===== config.mk =====
export PLATFORM = sky130hd
export DESIGN_NAME = enc_cnt_mc_flat
export DESIGN_NICKNAME = d
export VERILOG_FILES = /design/src/rtl/enc_cnt_mc_if.sv /design/src/rtl/enc_cnt_mc.sv /design/src/flat_wrapper.sv
export SDC_FILE = /design/constraint.sdc
export NUM_CORES = 1
export LEC_CHECK = 0
export CAP_MARGIN = 0
export CELL_PAD_IN_SITES_DETAIL_PLACEMENT = 0
export CELL_PAD_IN_SITES_GLOBAL_PLACEMENT = 1
export CORE_MARGIN = 2
export CORE_UTILIZATION = 25
export CTS_CLUSTER_SIZE = 10
export DETAILED_ROUTE_END_ITERATION = 10
export DONT_BUFFER_PORTS = 1
export PLACE_DENSITY_LB_ADDON = 0.25
export SLEW_MARGIN = 10
export SYNTH_ARGS = -nofsm -noshare
export SYNTH_HDL_FRONTEND = slang
export SYNTH_SLANG_ARGS = --single-unit

===== constraint.sdc =====
create_clock -name CLK -period 3.7 [get_ports CLK]
set_clock_uncertainty 0.15 [all_clocks]
set_input_delay 0.37 -clock CLK [delete_from_list [all_inputs] [get_ports CLK]]
set_output_delay 0.37 -clock CLK [all_outputs]
set_load 0.05 [all_outputs]

===== src/rtl/enc_cnt_mc_if.sv =====
// Capture bus of the multi-channel encoder counter: arm/index/A inputs,
// per-channel acknowledge, and the capture/status outputs.
interface enc_cnt_mc_if #(
  parameter int P_CNT_W = 64,
  parameter int P_CH    = 4
);
  logic                      I_ARM;
  logic                      I_Z;
  logic [P_CH-1:0]           I_A;
  logic [P_CH-1:0]           I_ACK;
  logic [P_CH*P_CNT_W-1:0]   O_CNT;
  logic [P_CH-1:0]           O_VALID;
  logic [P_CH-1:0]           O_LOST;
  logic [P_CNT_W-1:0]        O_TIME;
  logic                      O_OVERFLOW;
  logic                      O_ACTIVE;

  // master: readout/control side; slave: the counter itself
  modport master (
    output I_ARM, I_Z, I_A, I_ACK,
    input  O_CNT, O_VALID, O_LOST, O_TIME, O_OVERFLOW, O_ACTIVE
  );
  modport slave (
    input  I_ARM, I_Z, I_A, I_ACK,
    output O_CNT, O_VALID, O_LOST, O_TIME, O_OVERFLOW, O_ACTIVE
  );
endinterface


===== src/rtl/enc_cnt_mc.sv =====
// Multi-channel encoder capture: time base started by the first index edge
// after arming, per-channel A-edge captures with valid/ack and sticky flags.
module enc_cnt_mc #(
  parameter int P_CNT_W = 64,
  parameter int P_CH    = 4,
  parameter int P_SYNC  = 2,
  parameter int P_WRAP  = 1
) (
  input  logic          CLK,
  input  logic          I_RST,
  enc_cnt_mc_if.slave   bus
);

  typedef enum logic [1:0] {ST_IDLE, ST_WAIT_Z, ST_RUN} state_t;

  localparam logic [P_CNT_W-1:0] CNT_MAX = '1;
  localparam logic [P_CNT_W-1:0] CNT_ONE = {{(P_CNT_W-1){1'b0}}, 1'b1};

  state_t                  state_q, state_d;
  logic [P_SYNC-1:0]       z_sync_q;
  logic                    z_prev_q;
  logic [P_CH-1:0]         a_sync_q [P_SYNC];
  logic [P_CH-1:0]         a_prev_q;
  logic                    z_rise;
  logic [P_CH-1:0]         a_rise;
  logic                    run;
  logic                    clear;
  logic [P_CNT_W-1:0]      time_q, time_d;
  logic                    ovf_q, ovf_d;
  logic [P_CH*P_CNT_W-1:0] cnt_all;
  logic [P_CH-1:0]         valid_all;
  logic [P_CH-1:0]         lost_all;

  // Synchronisers and edge detectors keep running through disarm.
  always_ff @(posedge CLK) begin
    if (I_RST) begin
      z_sync_q <= '0;
      z_prev_q <= 1'b0;
      a_prev_q <= '0;
      for (int i = 0; i < P_SYNC; i++) a_sync_q[i] <= '0;
    end else begin
      z_sync_q    <= {z_sync_q[P_SYNC-2:0], bus.I_Z};
      z_prev_q    <= z_sync_q[P_SYNC-1];
      a_sync_q[0] <= bus.I_A;
      for (int i = 1; i < P_SYNC; i++) a_sync_q[i] <= a_sync_q[i-1];
      a_prev_q    <= a_sync_q[P_SYNC-1];
    end
  end

  assign z_rise = z_sync_q[P_SYNC-1] & ~z_prev_q;
  assign a_rise = a_sync_q[P_SYNC-1] & ~a_prev_q;
  assign clear  = ~bus.I_ARM;
  assign run    = (state_q == ST_RUN) && bus.I_ARM;

  always_comb begin
    state_d = state_q;
    case (state_q)
      ST_IDLE:   state_d = ST_WAIT_Z;
      ST_WAIT_Z: if (z_rise) state_d = ST_RUN;
      ST_RUN:    state_d = ST_RUN;
      default:   state_d = ST_IDLE;
    endcase
    if (!bus.I_ARM) state_d = ST_IDLE;
  end

  always_comb begin
    time_d = time_q;
    ovf_d  = ovf_q;
    if (clear) begin
      time_d = '0;
      ovf_d  = 1'b0;
    end else if (run) begin
      if (time_q == CNT_MAX) begin
        time_d = (P_WRAP != 0) ? '0 : CNT_MAX;
        ovf_d  = 1'b1;
      end else begin
        time_d = time_q + CNT_ONE;
      end
    end
  end

  always_ff @(posedge CLK) begin
    if (I_RST) begin
      state_q <= ST_IDLE;
      time_q  <= '0;
      ovf_q   <= 1'b0;
    end else begin
      state_q <= state_d;
      time_q  <= time_d;
      ovf_q   <= ovf_d;
    end
  end

  generate
    for (genvar gi = 0; gi < P_CH; gi++) begin : g_ch
      logic [P_CNT_W-1:0] cap_q, cap_d;
      logic               valid_q, valid_d;
      logic               lost_q, lost_d;

      // An unacked capture keeps the oldest value; the newer edge is flagged lost.
      always_comb begin
        cap_d   = cap_q;
        valid_d = valid_q;
        lost_d  = lost_q;
        if (clear) begin
          cap_d   = '0;
          valid_d = 1'b0;
          lost_d  = 1'b0;
        end else if (run) begin
          if (a_rise[gi]) begin
            if (!valid_q || bus.I_ACK[gi]) begin
              cap_d   = time_q;
              valid_d = 1'b1;
            end else begin
              lost_d  = 1'b1;
            end
          end else if (valid_q && bus.I_ACK[gi]) begin
            valid_d = 1'b0;
          end
        end
      end

      always_ff @(posedge CLK) begin
        if (I_RST) begin
          cap_q   <= '0;
          valid_q <= 1'b0;
          lost_q  <= 1'b0;
        end else begin
          cap_q   <= cap_d;
          valid_q <= valid_d;
          lost_q  <= lost_d;
        end
      end

      assign cnt_all[gi*P_CNT_W +: P_CNT_W] = cap_q;
      assign valid_all[gi]                  = valid_q;
      assign lost_all[gi]                   = lost_q;
    end
  endgenerate

  assign bus.O_CNT      = cnt_all;
  assign bus.O_VALID    = valid_all;
  assign bus.O_LOST     = lost_all;
  assign bus.O_TIME     = time_q;
  assign bus.O_OVERFLOW = ovf_q;
  assign bus.O_ACTIVE   = (state_q == ST_RUN);

endmodule


===== src/flat_wrapper.sv =====
// flat-port wrapper written by rule: the top's interface ports become plain ports
module enc_cnt_mc_flat 
#(
  parameter int P_CNT_W = 64,
  parameter int P_CH    = 4,
  parameter int P_SYNC  = 2,
  parameter int P_WRAP  = 1
)
  (CLK, I_RST, bus_I_ARM, bus_I_Z, bus_I_A, bus_I_ACK, bus_O_CNT, bus_O_VALID, bus_O_LOST, bus_O_TIME, bus_O_OVERFLOW, bus_O_ACTIVE);
  enc_cnt_mc_if #(.P_CNT_W(P_CNT_W), .P_CH(P_CH)) bus_i ();
  input  logic CLK;
  input  logic I_RST;
  input wire logic [$bits(bus_i.I_ARM)-1:0] bus_I_ARM;
  input wire logic [$bits(bus_i.I_Z)-1:0] bus_I_Z;
  input wire logic [$bits(bus_i.I_A)-1:0] bus_I_A;
  input wire logic [$bits(bus_i.I_ACK)-1:0] bus_I_ACK;
  output wire logic [$bits(bus_i.O_CNT)-1:0] bus_O_CNT;
  output wire logic [$bits(bus_i.O_VALID)-1:0] bus_O_VALID;
  output wire logic [$bits(bus_i.O_LOST)-1:0] bus_O_LOST;
  output wire logic [$bits(bus_i.O_TIME)-1:0] bus_O_TIME;
  output wire logic [$bits(bus_i.O_OVERFLOW)-1:0] bus_O_OVERFLOW;
  output wire logic [$bits(bus_i.O_ACTIVE)-1:0] bus_O_ACTIVE;
  assign bus_i.I_ARM = bus_I_ARM;
  assign bus_i.I_Z = bus_I_Z;
  assign bus_i.I_A = bus_I_A;
  assign bus_i.I_ACK = bus_I_ACK;
  assign bus_O_CNT = bus_i.O_CNT;
  assign bus_O_VALID = bus_i.O_VALID;
  assign bus_O_LOST = bus_i.O_LOST;
  assign bus_O_TIME = bus_i.O_TIME;
  assign bus_O_OVERFLOW = bus_i.O_OVERFLOW;
  assign bus_O_ACTIVE = bus_i.O_ACTIVE;
  enc_cnt_mc #(.P_CNT_W(P_CNT_W), .P_CH(P_CH), .P_SYNC(P_SYNC), .P_WRAP(P_WRAP)) u_core (.CLK(CLK), .I_RST(I_RST), .bus(bus_i));
endmodule

==> flow_summary.ini, run 1 <==
[placement]
place_ws_ps = 754
routabilityCongestion = 0.742
port_buffer_count = 0
dpl_hpwl_microns = 30500

[yosys]
postSynthAreaPerCell_sq_um = 7.90
synth_top_family_by_area = simple AND/OR/NAND/NOR gates
synth.yosys.seq_area_share_pct = 53.1
synth_fp_nets = 1667
synth.ff_latch_count = 346
synth.lib_cells_used.distinct = 39
postSynth.asyncResetShare_pct = 0
yosysWarningCount = 0
post_synth_xor_area_fraction_pct = 2.08
compound_gate_portion_of_the_synthesized_area_pct = 13.1
cells_after_synthesis = 1651
synth.area.mux_share_pct = 0
synthSimpleGateAreaFrac_pct = 25.6
yosys_most_used_dff = dfxtp_1
synth_area_sq_um = 13000
synth_enable_flop_cells = 0
post_synth_adder_cell_area_pct = 0.384

[clock_network]
cts_inserted_buffers = 43
cts.root.buffer_cell = clkbuf_16
tritoncts = done
insertion_delay_ps = 560
clock_sink_count = 346
ctsHtreeMaxLevel = 2
clk_pin_slew_ps = 60
clk_path_buf_depth = 3
cts_repair_resize_count = 0

[sta]
timing.final.crit_period_ps = 2940
setup_viol_count_final = 0
post-route-period-util_pct = 79.4
slew_headroom_pct = 39.7
fin_tns_setup_ps = 0
slew_violations = 0
min_setup_slack_post_route_ps = 763
hold_violations = 0
grt_setup_unrepaired = false
least_margin_pin_slew_ps = 904
achievable-frequency_ghz = 0.340

[global_routing]
grt_first_pass_wirelength_microns = 68600
use_met2_pct = 28.0
global_route.peak_usage_layer = met2
gr-usage-met3_pct = 5.85
track_usage_pct = 16.7
grt_max_degree = 113
antenna_found_initial = 0
grt_remaining_overflow = 0
grt_met1_usage_pct = 20.3
first_global_vias = 10400

[routing]
drt-initial-drc-count = 581
firstDrtPassIters = 4
average_via_count_per_standard_cell = 4.69
avgRoutedWirePerCell_microns = 20.0
dr_total_vias = 10900
antenna_left = 0
wirelength_microns = 46500
number_of_design_rule_violations_left_after_detail_routing = 0

[power_and_ir_drop]
worst_ir_drop_vdd_mv = 0.274
power.density_nw_per_um2 = 505
leakagePower_nw = 4.60
fin_total_pwr_mw = 7.68

[worst_setup_path]
crit_path_start_kind = flip-flop
crit_path_max_fanout = 32
worstSetupEndpointType = flip-flop
timing.critical_path.required_ps = 3990
cp_data_arrival_time_ps = 3220
worstSetupPathType = reg -> reg

[die]
pin_count = 342
fp.dieH_microns = 232
row_count = 83
die_area_sq_um = 54000
die_w_microns = 232
initial_core_util_pct = 25.4
core-area_sq_um = 51400

[layout]
drive_gt1_share_pct = 9.06
final_core_util_pct = 29.6
finish.net_count = 1643
antenna_cells = 0
area_delta_synth_final_pct = 16.6

[run_status]
outcome = complete, no violations

[job]
max_cap_violations = 0

[min_path]
min_path_type = in -> reg
[placed cells by master (no fill, tap or decap), types with 12 or more instances in the layout]
cell type / count
o21ai_0: 28
xnor2_1: 20
or3_1: 29
nor2_1: 50
nor3_1: 14
nor2b_1: 20
a21oi_1: 299
dfxtp_1: 346
inv_1: 12
nand4_1: 23
nand2_1: 542
clkbuf_16: 43
nand3_1: 22
buf_4: 76
[synth_stat cells, types with 5 or more instances]
library cell  instances  area [sq um]
a21oi_1             299          1500
and3_1                7          43.8
and4_1               11          96.3
buf_1                17          63.8
buf_2                32           160
buf_4                12          90.1
clkbuf_1             94           353
dfxtp_1             346          6930
inv_1                12          45.0
nand2_1             542          2030
nand2b_1              6          37.5
nand3_1              22           110
nand4_1              23           144
nor2_1               50           188
nor2b_1              24           150
nor3_1               14          70.1
nor4_1               10          62.6
o21ai_0              28           140
o31ai_1               5          37.5
or3_1                29           181
or4_1                10          75.1
xnor2_1              20           175
xor2_1               11          96.3
[critical path: stages (launching register included)]
cell and delay (ps):
dfxtp_1 300, buf_4 260, nand4_1 330, nor3_1 590, nand4_1 400, o31ai_4 290, buf_4 380, nor2_1 100
[stage by stage]
step	std cells	hold WS, ps	area, sq um
floorplan	1651	260	13000
global placement	2251	272	13900
detailed placement	2251	280	13900
CTS	2325	36.2	15200
global route	2325	50.9	15200
finish	2325	66.4	15200
[cell type report]
cell class,count,area [sq um]
multi-input cells,1135,5440
fillers,5540,36200
clock buffers,54,1140
clock inverters,9,83.8
flip-flops and latches,346,6930
inverters,12,45.0
well taps,680,851
repair buffers,89,721
[flip-flops by register name, indices dropped and copies added (netlist names)]
signal and cells:
u_core.z_sync_q 2, u_core.bus.O_OVERFLOW 1, u_core.a_prev_q 4, u_core.z_prev_q 1
u_core.g_ch.cap_q 256, u_core.g_ch.lost_q 4, u_core.state_q 2, u_core.a_sync_q 8
u_core.bus.O_TIME 64, u_core.g_ch.valid_q 4
[path summary, 6_finish.rpt]
| path | start | end | slack, ps | depth (start not counted) |
|---|---|---|---|---|
| max | u_core.bus.O_TIME[44]$_SDFFE_PP0N_ | u_core.bus.O_TIME[13]$_SDFFE_PP0N_ | 760 | 7 |
| min | bus_I_ARM | u_core.bus.O_TIME[1]$_SDFFE_PP0N_ | 70 | 2 |
| max reg2reg | u_core.bus.O_TIME[44]$_SDFFE_PP0N_ | u_core.bus.O_TIME[13]$_SDFFE_PP0N_ | 760 | 7 |
| min reg2reg | u_core.z_sync_q[0]$_SDFF_PP0_ | u_core.z_sync_q[1]$_SDFF_PP0_ | 290 | 1 |
[repair_timing]
| action | in CTS | in global routing |
|---|---|---|
| hold endpoints to repair | 25 | 0 |
| setup endpoints to repair | 0 | 0 |
| setup buffers | 0 | 0 |
| hold buffers | 11 | 0 |
[logic make-up (layout without fill, tap and decap cells)]
family,after synthesis,in the layout
adders and majority gates,4,4
DFF,346,346
buffers and inverters,170,164
and+or+nand+nor,764,764
xor gates and xnor gates,31,31
AOI/OAI and AO/OA,336,336
[report_power, final]
group | internal [mW] | leakage, nW | switching (mW)
clock network | 2.21 | 0.598 | 1.61
logic | 0.0260 | 1.22 | 0.0854
registers | 3.74 | 2.79 | 0.00288
total | 5.98 | 4.60 | 1.70
[metal layers]
metal	routed length [microns]	vias to the layer above
li1	-	5364
met5	0	-
met4	939	0
met3	4010	61
met1	19200	5163
met2	22300	309
(Power assumes the default switching activity.)
==> run 2, diff against run 1 <==
- ABC_AREA: unset -> 1
- clock period: 3.7 -> 3 ns (I/O delays scaled with it)
==> flow_summary.ini, run 2 <==
[worst_setup_path]
worstSetupPathType = in -> reg
cp_data_arrival_time_ps = 2610
critPathSlowestCell = dlygate4sd3_1
crit_chain = dlygate4sd3_1 -> nor2_2 -> inv_8 -> buf_4 -> a21oi_1
rr_worst_depth = 9
timing.critical_path.required_ps = 3280
crit_path_max_fanout = 115
crit_path_start_kind = primary input
crit_path_max_incr_delay_ps = 910
worstSetupEndpointType = flip-flop

[yosys]
synthDominantAreaCellType = dfxtp_1
compound_gate_portion_of_the_synthesized_area_pct = 10.4
postSynth.asyncResetShare_pct = 0
synth.ff_latch_count = 346
post_synth_adder_cell_area_pct = 0.348
synth_top_family_by_area = simple AND/OR/NAND/NOR gates
post_synth_xor_area_fraction_pct = 2.26
synth_enable_flop_cells = 0
cells_after_synthesis = 1941
synth.most_common_cell = nand2_1
synth_area_sq_um = 14400
yosys_most_used_dff = dfxtp_1
postSynthAreaPerCell_sq_um = 7.40
synth_fp_nets = 1957
synth.yosys.seq_area_share_pct = 48.2
synth_top_area_share_pct = 48.2
yosys-top-cells-count = 455 x nand2_1, 346 x dfxtp_1, 287 x nand3_1
synth.area.mux_share_pct = 0
yosysWarningCount = 0
synthSimpleGateAreaFrac_pct = 30.2
synth.lib_cells_used.distinct = 31
synth.top_cells.by_area = dfxtp_1 48%, nand2_1 12%, nand3_1 10%

[routing]
number_of_design_rule_violations_left_after_detail_routing = 0
wirelength_microns = 57300
drt-initial-drc-count = 904
dr_total_vias = 12800
firstDrtPassIters = 5
antenna_left = 0
average_via_count_per_standard_cell = 4.76
avgRoutedWirePerCell_microns = 21.3

[sta]
hold_violations = 0
timing.final.crit_period_ps = 2320
slew_violations = 0
slew_headroom_pct = 45.3
grt_setup_unrepaired = false
achievable-frequency_ghz = 0.430
post-route-period-util_pct = 77.5
fin_tns_setup_ps = 0
least_margin_pin_slew_ps = 820
setup_viol_count_final = 0
timing.hold.ws_ps = 239

[layout]
multiInputGateArea_sq_um = 6260
most_frequent_cells_in_the_layout = 451 x nand2_1, 346 x dfxtp_1, 287 x nand3_1
post-route-cell-area_sq_um = 16700
mostFrequentLayoutCell = nand2_1
sequential_cell_area_sq_um = 6930
finish.net_count = 1924
largest_register_ff_count = 256
regMostFlops = u_core.g_ch.cap_q
area_delta_synth_final_pct = 16.5
drive_gt1_share_pct = 11.2
fill_cells = 6148

[min_path]
min_path_type = reg -> reg
timing.hold.worst_path_depth = 2

[power_and_ir_drop]
p_comb_share_pct = 1.7
leakagePower_nw = 5.23
power.density_nw_per_um2 = 581
switching_share_pct = 22.4
power_report.internal_total_mw = 7.54
total_switching_power_mw = 2.18
worst_ir_drop_vdd_mv = 0.356
clock_group_share_of_total_power_pct = 50.8
p_seq_share_pct = 47.5

[clock_network]
clk_pin_slew_ps = 50
post-cts-setup-buffer-count = 0
clock_sink_count = 346
cts.root.buffer_cell = clkbuf_16
cts_inserted_buffers = 44
ctsHtreeMaxLevel = 2
tritoncts = done
clk_path_buf_depth = 3
insertion_delay_ps = 570

[die]
die_w_microns = 244
pin_count = 342
die_area_sq_um = 59400
initial_core_util_pct = 25.4
fp.dieH_microns = 244
row_count = 87
core-area_sq_um = 56600

[placement]
place_area_sq_um = 15300
routabilityCongestion = 0.792
dpl_hpwl_microns = 39200
port_buffer_count = 0

[global_routing]
track_usage_pct = 18.8
antenna_found_initial = 0
grt_max_degree = 116
grt_first_pass_wirelength_microns = 84800
grt_remaining_overflow = 0
first_global_vias = 12400

[run_status]
outcome = complete, no violations

[job]
max_cap_violations = 0
run 2: metal layers:
layer | vias to the layer above | wire (microns) | track usage (%)
met4 | 0 | 1170 | 4.63
met3 | 77 | 4480 | 5.51
li1 | 6214 | - | -
met1 | 6091 | 25100 | 23.9
met5 | - | 0 | 0
met2 | 411 | 26600 | 31.0
run 2: area by class of cell:
type / instances / area share, %
Multi-Input combinational cell: 1327 / 37.4
Antenna cell: 1 / 0.0150
Clock inverter: 7 / 0.277
Clock buffer: 62 / 7.53
Inverter: 77 / 1.77
Timing Repair Buffer: 112 / 5.94
Tap cell: 756 / 5.65
Sequential cell: 346 / 41.4
run 2: worst max-delay path, delay by kind of cell:
| family | cells | cell delay, ps |
|---|---|---|
| buffers and inverters | 3 | 1910 |
| AND/OR/NAND/NOR | 1 | 170 |
| AO/OA/AOI/OAI | 1 | 80 |
run 2: per-stage QoR:
step / worst slack, ps / cells / power, mW / utilization [%]
after floorplan: 759 / 1941 / 4.82 / -
after global placement: 700 / 2607 / 4.87 / 27.0
after detailed placement: 720 / 2607 / 4.87 / 27.0
after CTS: 685 / 2687 / 9.87 / 29.6
after global routing: 534 / 2687 / 10.1 / 29.6
final: 675 / 2688 / 9.71 / 29.6
run 2: what timing repair did:
item | in CTS | in global routing
endpoints found under the hold margin | 28 | 0
hold buffers | 11 | 0
resized for setup | 0 | 0
run 2: power by group through the flow:
stage / clock network, mW / registers [mW] / logic [mW]
4_1_cts: 5.09 / 4.61 / 0.171
5_1_grt: 5.26 / 4.61 / 0.183
6_report: 4.93 / 4.61 / 0.170
3_5_place_dp: 0 / 4.71 / 0.156
2_1_floorplan: 0 / 4.71 / 0.106
3_3_place_gp: 0 / 4.71 / 0.155
run 2: final timing paths:
path	endpoint	slack, ps	startpoint
setup reg to reg	u_core.g_ch[0].cap_q[26]$_SDFFE_PP0P_	700	u_core.state_q[0]$_SDFFE_PP0P_
setup / recovery	u_core.g_ch[2].cap_q[9]$_SDFFE_PP0P_	680	I_RST
hold / removal	u_core.a_sync_q[0][5]$_SDFF_PP0_	240	u_core.a_sync_q[0][1]$_SDFF_PP0_
hold reg to reg	u_core.a_sync_q[0][5]$_SDFF_PP0_	240	u_core.a_sync_q[0][1]$_SDFF_PP0_
run 2: kinds of logic (layout without fill, tap and decap cells):
group | after synthesis | after routing
AOI/OAI and AO/OA | 287 | 287
xor gates and xnor gates | 37 | 37
adders and majority gates | 4 | 4
buffers and inverters | 268 | 258
DFF | 346 | 346
other | 0 | 1
and+or+nand+nor | 999 | 999
